`src/rtl/br_resolve.sv`:
```
// br_resolve: branch resolution unit for the pipelined rv32 core.
//
// Resolves conditional branches, JAL and JALR from the comparator flags. It
// compares the result with the fetch-stage prediction and raises a held
// redirect plus a pipeline flush on a mispredict. It also owns the 2-bit
// branch history table that fetch queries, and keeps the branch and
// mispredict counters.
//
// Ports
//   clk, rst_n             clock, synchronous active-low reset
//   EXU_i_*                instruction presented for resolution
//   EXU_o_ready            high only in IDLE, and only out of reset
//   BR_JMP_i_br_eq/lt      comparator flags
//   BRU_o_br_un            comparator unsigned select (funct3[1])
//   IFU_i_pc               fetch BHT lookup PC
//   IFU_o_pred_taken       BHT counter MSB for IFU_i_pc
//   IFU_o_redirect_*       redirect request to fetch (valid/ready/pc)
//   BRU_o_flush            flush younger stages
//   BRU_o_taken            resolved direction of the last accepted instruction
//   BRU_o_br_cnt/mis_cnt   accepted / mispredicted counters
module br_resolve #(
  parameter int WIDTH        = 32,
  parameter int BHT_IDX      = 6,
  parameter int FLUSH_CYCLES = 2,
  parameter int CNT_W        = 32
) (
  input  logic             clk,
  input  logic             rst_n,
  input  logic             EXU_i_valid,
  output logic             EXU_o_ready,
  input  logic [2:0]       EXU_i_funct3,
  input  logic             EXU_i_is_jal,
  input  logic             EXU_i_is_jalr,
  input  logic [WIDTH-1:0] EXU_i_pc,
  input  logic [WIDTH-1:0] EXU_i_target,
  input  logic             EXU_i_pred_taken,
  input  logic             BR_JMP_i_br_eq,
  input  logic             BR_JMP_i_br_lt,
  output logic             BRU_o_br_un,
  input  logic [WIDTH-1:0] IFU_i_pc,
  output logic             IFU_o_pred_taken,
  output logic             IFU_o_redirect_valid,
  input  logic             IFU_i_redirect_ready,
  output logic [WIDTH-1:0] IFU_o_redirect_pc,
  output logic             BRU_o_flush,
  output logic             BRU_o_taken,
  output logic [CNT_W-1:0] BRU_o_br_cnt,
  output logic [CNT_W-1:0] BRU_o_mis_cnt
);

  localparam int NENT = 1 << BHT_IDX;
  localparam int FC_W = (FLUSH_CYCLES > 1) ? $clog2(FLUSH_CYCLES + 1) : 1;
  localparam logic [FC_W-1:0] FC_LAST = FC_W'((FLUSH_CYCLES > 0) ? FLUSH_CYCLES - 1 : 0);

  typedef enum logic [1:0] {IDLE, REDIRECT, FLUSH} state_t;

  state_t                 state, state_nxt;
  logic [FC_W-1:0]        fl_cnt;
  logic [NENT-1:0][1:0]   bht;

  logic                   accept;
  logic                   jalr_eff;   // JALR only when JAL is not also asserted
  logic                   cond_legal; // conditional branch with a defined funct3
  logic                   legal;
  logic                   taken_c;
  logic                   mispred_c;
  logic [WIDTH-1:0]       redir_pc_c;
  logic [BHT_IDX-1:0]     upd_idx, lkp_idx;

  assign EXU_o_ready      = (state == IDLE) && rst_n;
  assign accept           = EXU_i_valid && EXU_o_ready;
  assign BRU_o_br_un      = EXU_i_funct3[1];
  assign upd_idx          = EXU_i_pc[BHT_IDX+1:2];
  assign lkp_idx          = IFU_i_pc[BHT_IDX+1:2];
  // Lookup reads the registered table, so a same-cycle write is not visible.
  assign IFU_o_pred_taken = bht[lkp_idx][1];

  // Decode and resolve
  always_comb begin
    jalr_eff   = EXU_i_is_jalr && !EXU_i_is_jal;
    // funct3 01x is undefined for branches
    cond_legal = !EXU_i_is_jal && !EXU_i_is_jalr && (EXU_i_funct3[2:1] != 2'b01);
    legal      = EXU_i_is_jal || EXU_i_is_jalr || cond_legal;
    taken_c    = 1'b0;
    if (EXU_i_is_jal || EXU_i_is_jalr) begin
      taken_c = 1'b1;
    end else begin
      case (EXU_i_funct3)
        3'b000:          taken_c = BR_JMP_i_br_eq;
        3'b001:          taken_c = !BR_JMP_i_br_eq;
        3'b100, 3'b110:  taken_c = BR_JMP_i_br_lt;
        3'b101, 3'b111:  taken_c = !BR_JMP_i_br_lt;
        default:         taken_c = 1'b0;
      endcase
    end
    mispred_c  = legal && ((taken_c != EXU_i_pred_taken) || jalr_eff);
    if (taken_c)
      redir_pc_c = jalr_eff ? {EXU_i_target[WIDTH-1:1], 1'b0} : EXU_i_target;
    else
      redir_pc_c = EXU_i_pc + WIDTH'(4);
  end

  // FSM: state register
  always_ff @(posedge clk) begin
    if (!rst_n) state <= IDLE;
    else        state <= state_nxt;
  end

  // FSM: next state
  always_comb begin
    state_nxt = state;
    case (state)
      IDLE:     if (accept && mispred_c) state_nxt = REDIRECT;
      REDIRECT: if (IFU_i_redirect_ready) state_nxt = (FLUSH_CYCLES > 0) ? FLUSH : IDLE;
      FLUSH:    if (fl_cnt == FC_LAST) state_nxt = IDLE;
      default:  state_nxt = IDLE;
    endcase
  end

  // FSM: outputs
  always_comb begin
    IFU_o_redirect_valid = (state == REDIRECT);
    BRU_o_flush          = (state != IDLE);
  end

  // Flush cycle counter: zero on FLUSH entry, counts while in FLUSH
  always_ff @(posedge clk) begin
    if (!rst_n || state != FLUSH) fl_cnt <= '0;
    else                          fl_cnt <= fl_cnt + FC_W'(1);
  end

  // Redirect target, direction and counters
  always_ff @(posedge clk) begin
    if (!rst_n) begin
      IFU_o_redirect_pc <= '0;
      BRU_o_taken       <= 1'b0;
      BRU_o_br_cnt      <= '0;
      BRU_o_mis_cnt     <= '0;
    end else if (accept) begin
      BRU_o_taken <= legal && taken_c;
      if (mispred_c) begin
        IFU_o_redirect_pc <= redir_pc_c;
        BRU_o_mis_cnt     <= BRU_o_mis_cnt + CNT_W'(1);
      end
      if (legal) BRU_o_br_cnt <= BRU_o_br_cnt + CNT_W'(1);
    end
  end

  // Branch history table: 2-bit saturating counters, weakly not-taken at reset
  always_ff @(posedge clk) begin
    if (!rst_n) begin
      for (int i = 0; i < NENT; i++) bht[i] <= 2'b01;
    end else if (accept && cond_legal) begin
      if (taken_c && bht[upd_idx] != 2'b11)
        bht[upd_idx] <= bht[upd_idx] + 2'b01;
      else if (!taken_c && bht[upd_idx] != 2'b00)
        bht[upd_idx] <= bht[upd_idx] - 2'b01;
    end
  end

endmodule

```
`config.mk`:
```
export PLATFORM = sky130hd
export DESIGN_NAME = br_resolve
export DESIGN_NICKNAME = d
export VERILOG_FILES = /design/src/rtl/br_resolve.sv
export SDC_FILE = /design/constraint.sdc
export NUM_CORES = 1
export LEC_CHECK = 0
export ABC_AREA = 1
export BUFFER_PORTS_ARGS = -buffer_cell sky130_fd_sc_hd__buf_2
export CAP_MARGIN = 25
export CORE_MARGIN = 1.5
export CORE_UTILIZATION = 40
export DETAILED_ROUTE_END_ITERATION = 16
export SLEW_MARGIN = 20
export SYNTH_ARGS = -nofsm -noshare
export SYNTH_HDL_FRONTEND = slang
export SYNTH_SLANG_ARGS = --single-unit
export TNS_END_PERCENT = 1
```
`constraint.sdc`:
```
create_clock -name clk -period 4.5 [get_ports clk]
set_input_delay 0.225 -clock clk [delete_from_list [all_inputs] [get_ports clk]]
set_output_delay 0.225 -clock clk [all_outputs]
set_load 0.005 [all_outputs]
```
==> results_dict.tcl <==
set metrics [dict create \
    outcome "finished clean" \
    first_iter_violations 1107 \
    synth_top_family_by_area "simple AND/OR/NAND/NOR gates" \
    die_height_um 195 \
    die_x_um 195 \
    grt_usage_pct 27.1 \
    power.total_w 0.00485 \
    synthCells 2502 \
    clk_latency_ns 0.57 \
    coreArea_mm2 0.0364 \
    final_common_cell "nand2_1" \
    fin_worst_skew_ns 0.0118 \
    reg2reg_from "bht[113]$_SDFFE_PN0P_" \
    cts_tree "built" \
    ys_ff_latch 229 \
    io-pin-count 210 \
    postSynth.asyncResetShare_pct 0 \
    vias 16390 \
    fin_util_pct 46.8 \
    die-area_mm2 0.0380 \
    viasPerCell 5.23 \
    ctsHoldBuffers 15 \
    hold_violations 0 \
    r2r_slack_ns 1.42 \
    crit_start "EXU_i_pc[3]" \
    cts_max_level 1 \
    relSlewSlack_pct 45.2 \
    fmax_ghz 0.315 \
    layout-drive-gt1-share_pct 12.5 \
    cts_setup_buffers 0 \
    clk_pin_slew_ns 0.06 \
    final_cell_mix "889 x nand2_1, 272 x nor2_1, 229 x dfxtp_1, 197 x inv_1, 189 x nand3_1" \
    grt_pass1_vias 15286 \
    grt_max_degree 74 \
    start_util_pct 40.4 \
    endpoint "bht[23]$_SDFFE_PN0P_" \
    synth_warnings 0 \
    grt_pass1_wl_mm 82.9 \
    fin_ws_ns 1.33 \
    place_ws_ns 0.788 \
    tns_ns 0 \
    clockBufferDepth 3 \
    maxSlewViolCount 0 \
    cp-end-kind "flip-flop" \
    cts_root_buf "clkbuf_16" \
    netlist_area_mm2 0.0147 \
    cts_buffers 28 \
    power_density_mw_per_mm2 284 \
    synth-simple-area-share_pct 44.0 \
    yosysSeqAreaShare_pct 31.1 \
    p_leak_nw 7.45 \
    dp.final_hpwl_mm 36.0 \
    routed_wl_mm 52.3 \
    hp-class "input pin to flip-flop" \
    synth_fa_ha_area_share_pct 0.510 \
    area_growth_pct 15.7 \
    synth_edf_count 0 \
    post-route-period-util_pct 70.5 \
    path_max_fanout 65 \
    period_minus_slack_ns 3.17 \
    rsz0062_at_grt "false" \
    syn-num-nets 2616 \
    criticalPathCategory "input pin to flip-flop" \
    avgSynthCellArea_um2 5.89 \
    overflow 0 \
    postRouteAntennaNets 0 \
    setup_viol 0 \
    clkSinkCount 229 \
    drc 0 \
    avgRoutedWirePerCell_um 16.7 \
    synth-xor-area-share_pct 2.85 \
    gp_routability_congestion 0.916 \
    num_rows 70 \
    synth-compound-area-share_pct 11.7 \
    port_buffers 183 \
    ff2ff_path_depth 19 \
    fin_nets 2755 \
    critPathRequiredTime_ns 4.96 \
    holdPathStages 5 \
    ctsResizeCount 0 \
    yosysUniqueCellTypes 44 \
    muxShareOfSynthArea_pct 0 \
    synth_ff_type "dfxtp_1" \
    worstSetupStartpointType "input pin" \
    cp.arrival_ns 3.63 \
    worst_pin_slew_ns 0.822 \
    first_pass_iters 5 \
    r2r_end "bht[111]$_SDFFE_PN0P_" \
    maxCapViolCount 0 \
    ir_drop_mv 0.293 \
    antenna_found_initial 6 \
]
-- final cells by class --
cell class	instances	area [µm²]
Antenna cell	5	12.5
Clock buffer	38	830
Fill cell	3917	19400
Inverter	218	821
Multi-Input combinational cell	1928	8700
Sequential cell	229	4580
Clock inverter	13	92.6
Tap cell	468	586
Timing Repair Buffer	236	1420
-- cells in the mapped netlist, types with 2 or more instances --
master / n / area (µm²)
dfxtp_1: 229 / 4580
nand3_1: 189 / 946
buf_4: 11 / 82.6
buf_6: 9 / 101
a22oi_1: 2 / 15.0
nor3b_1: 4 / 30.0
buf_1: 10 / 37.5
or2_2: 8 / 50.1
ha_1: 6 / 75.1
nor4_1: 2 / 12.5
nor2_1: 272 / 1020
o21ai_0: 110 / 551
clkbuf_1: 55 / 206
nand3_2: 7 / 70.1
nor2_2: 19 / 119
nand3b_1: 20 / 150
xor2_1: 35 / 307
xnor2_1: 13 / 114
o21a_1: 4 / 30.0
inv_2: 19 / 71.3
nor3_1: 90 / 450
nand4_1: 26 / 163
a21oi_1: 176 / 881
o21bai_1: 4 / 30.0
nand3_4: 3 / 52.6
inv_1: 198 / 743
o21ai_1: 25 / 125
nand2_1: 891 / 3340
o22ai_1: 9 / 56.3
buf_2: 42 / 210
-- worst min path at each step --
stage,slack [ns],startpoint,to
5_1_grt,0.03,EXU_i_target[12],IFU_o_redirect_pc[12]$_SDFFE_PN0P_
2_1_floorplan,0.37,IFU_i_redirect_ready,state[1]$_SDFFE_PN0P_
3_5_place_dp,0.41,fl_cnt[0]$_SDFF_PP0_,fl_cnt[0]$_SDFF_PP0_
6_report,0.01,EXU_i_target[8],IFU_o_redirect_pc[8]$_SDFFE_PN0P_
3_3_place_gp,0.41,fl_cnt[0]$_SDFF_PP0_,fl_cnt[0]$_SDFF_PP0_
4_1_cts,0.003,EXU_i_target[12],IFU_o_redirect_pc[12]$_SDFFE_PN0P_
-- critical path, stage by stage --
cell and delay [ns]:
buf_2 0.33, buf_4 0.27, nand3_4 0.21, inv_2 0.35, nand2_1 0.09, o21ai_0 0.10
nor2_1 0.09, nand3b_1 0.08, nand2_1 0.05, nand2_1 0.06, inv_1 0.04, nand3_1 0.07
ha_1 0.14, inv_1 0.05, nand2_2 0.08, buf_4 0.60, xor2_1 0.24, buf_4 0.25
nand3_1 0.10, nand2_1 0.10, nor2_1 0.06
-- power by group --
part           internal, W  switching [W]  leakage, nW
Combinational     0.000144       0.000349         5.13
Sequential         0.00205      0.0000138         1.85
Clock              0.00134       0.000952        0.467
-- stage by stage --
stage / cells / instance area, µm² / hold slack (ns)
3_5_place_dp: 3064 / 16000 / 0.415
3_3_place_gp: 3064 / 16000 / 0.408
2_1_floorplan: 2502 / 14700 / 0.367
4_1_cts: 3130 / 17000 / 0.00286
5_1_grt: 3134 / 17000 / 0.0258
6_report: 3135 / 17000 / 0.0148
-- routing by layer --
| metal | global-route usage [%] | vias up | wire length [µm] |
|---|---|---|---|
| li1 | - | 8262 | - |
| met5 | 0 | - | 7 |
| met1 | 34.8 | 7461 | 22600 |
| met3 | 3.38 | 132 | 2960 |
| met2 | 46.0 | 533 | 24700 |
| met4 | 10.4 | 2 | 1960 |
-- kinds of logic (layout without fill, tap and decap cells) --
group,Yosys count,after routing
AND/OR/NAND/NOR,1540,1540
adder cells (fa/ha/maj),6,6
buffers and inverters,345,505
XOR/XNOR,48,48
AO/OA/AOI/OAI,334,334
other,0,5
flip-flops,229,229
(Power assumes the default switching activity.)
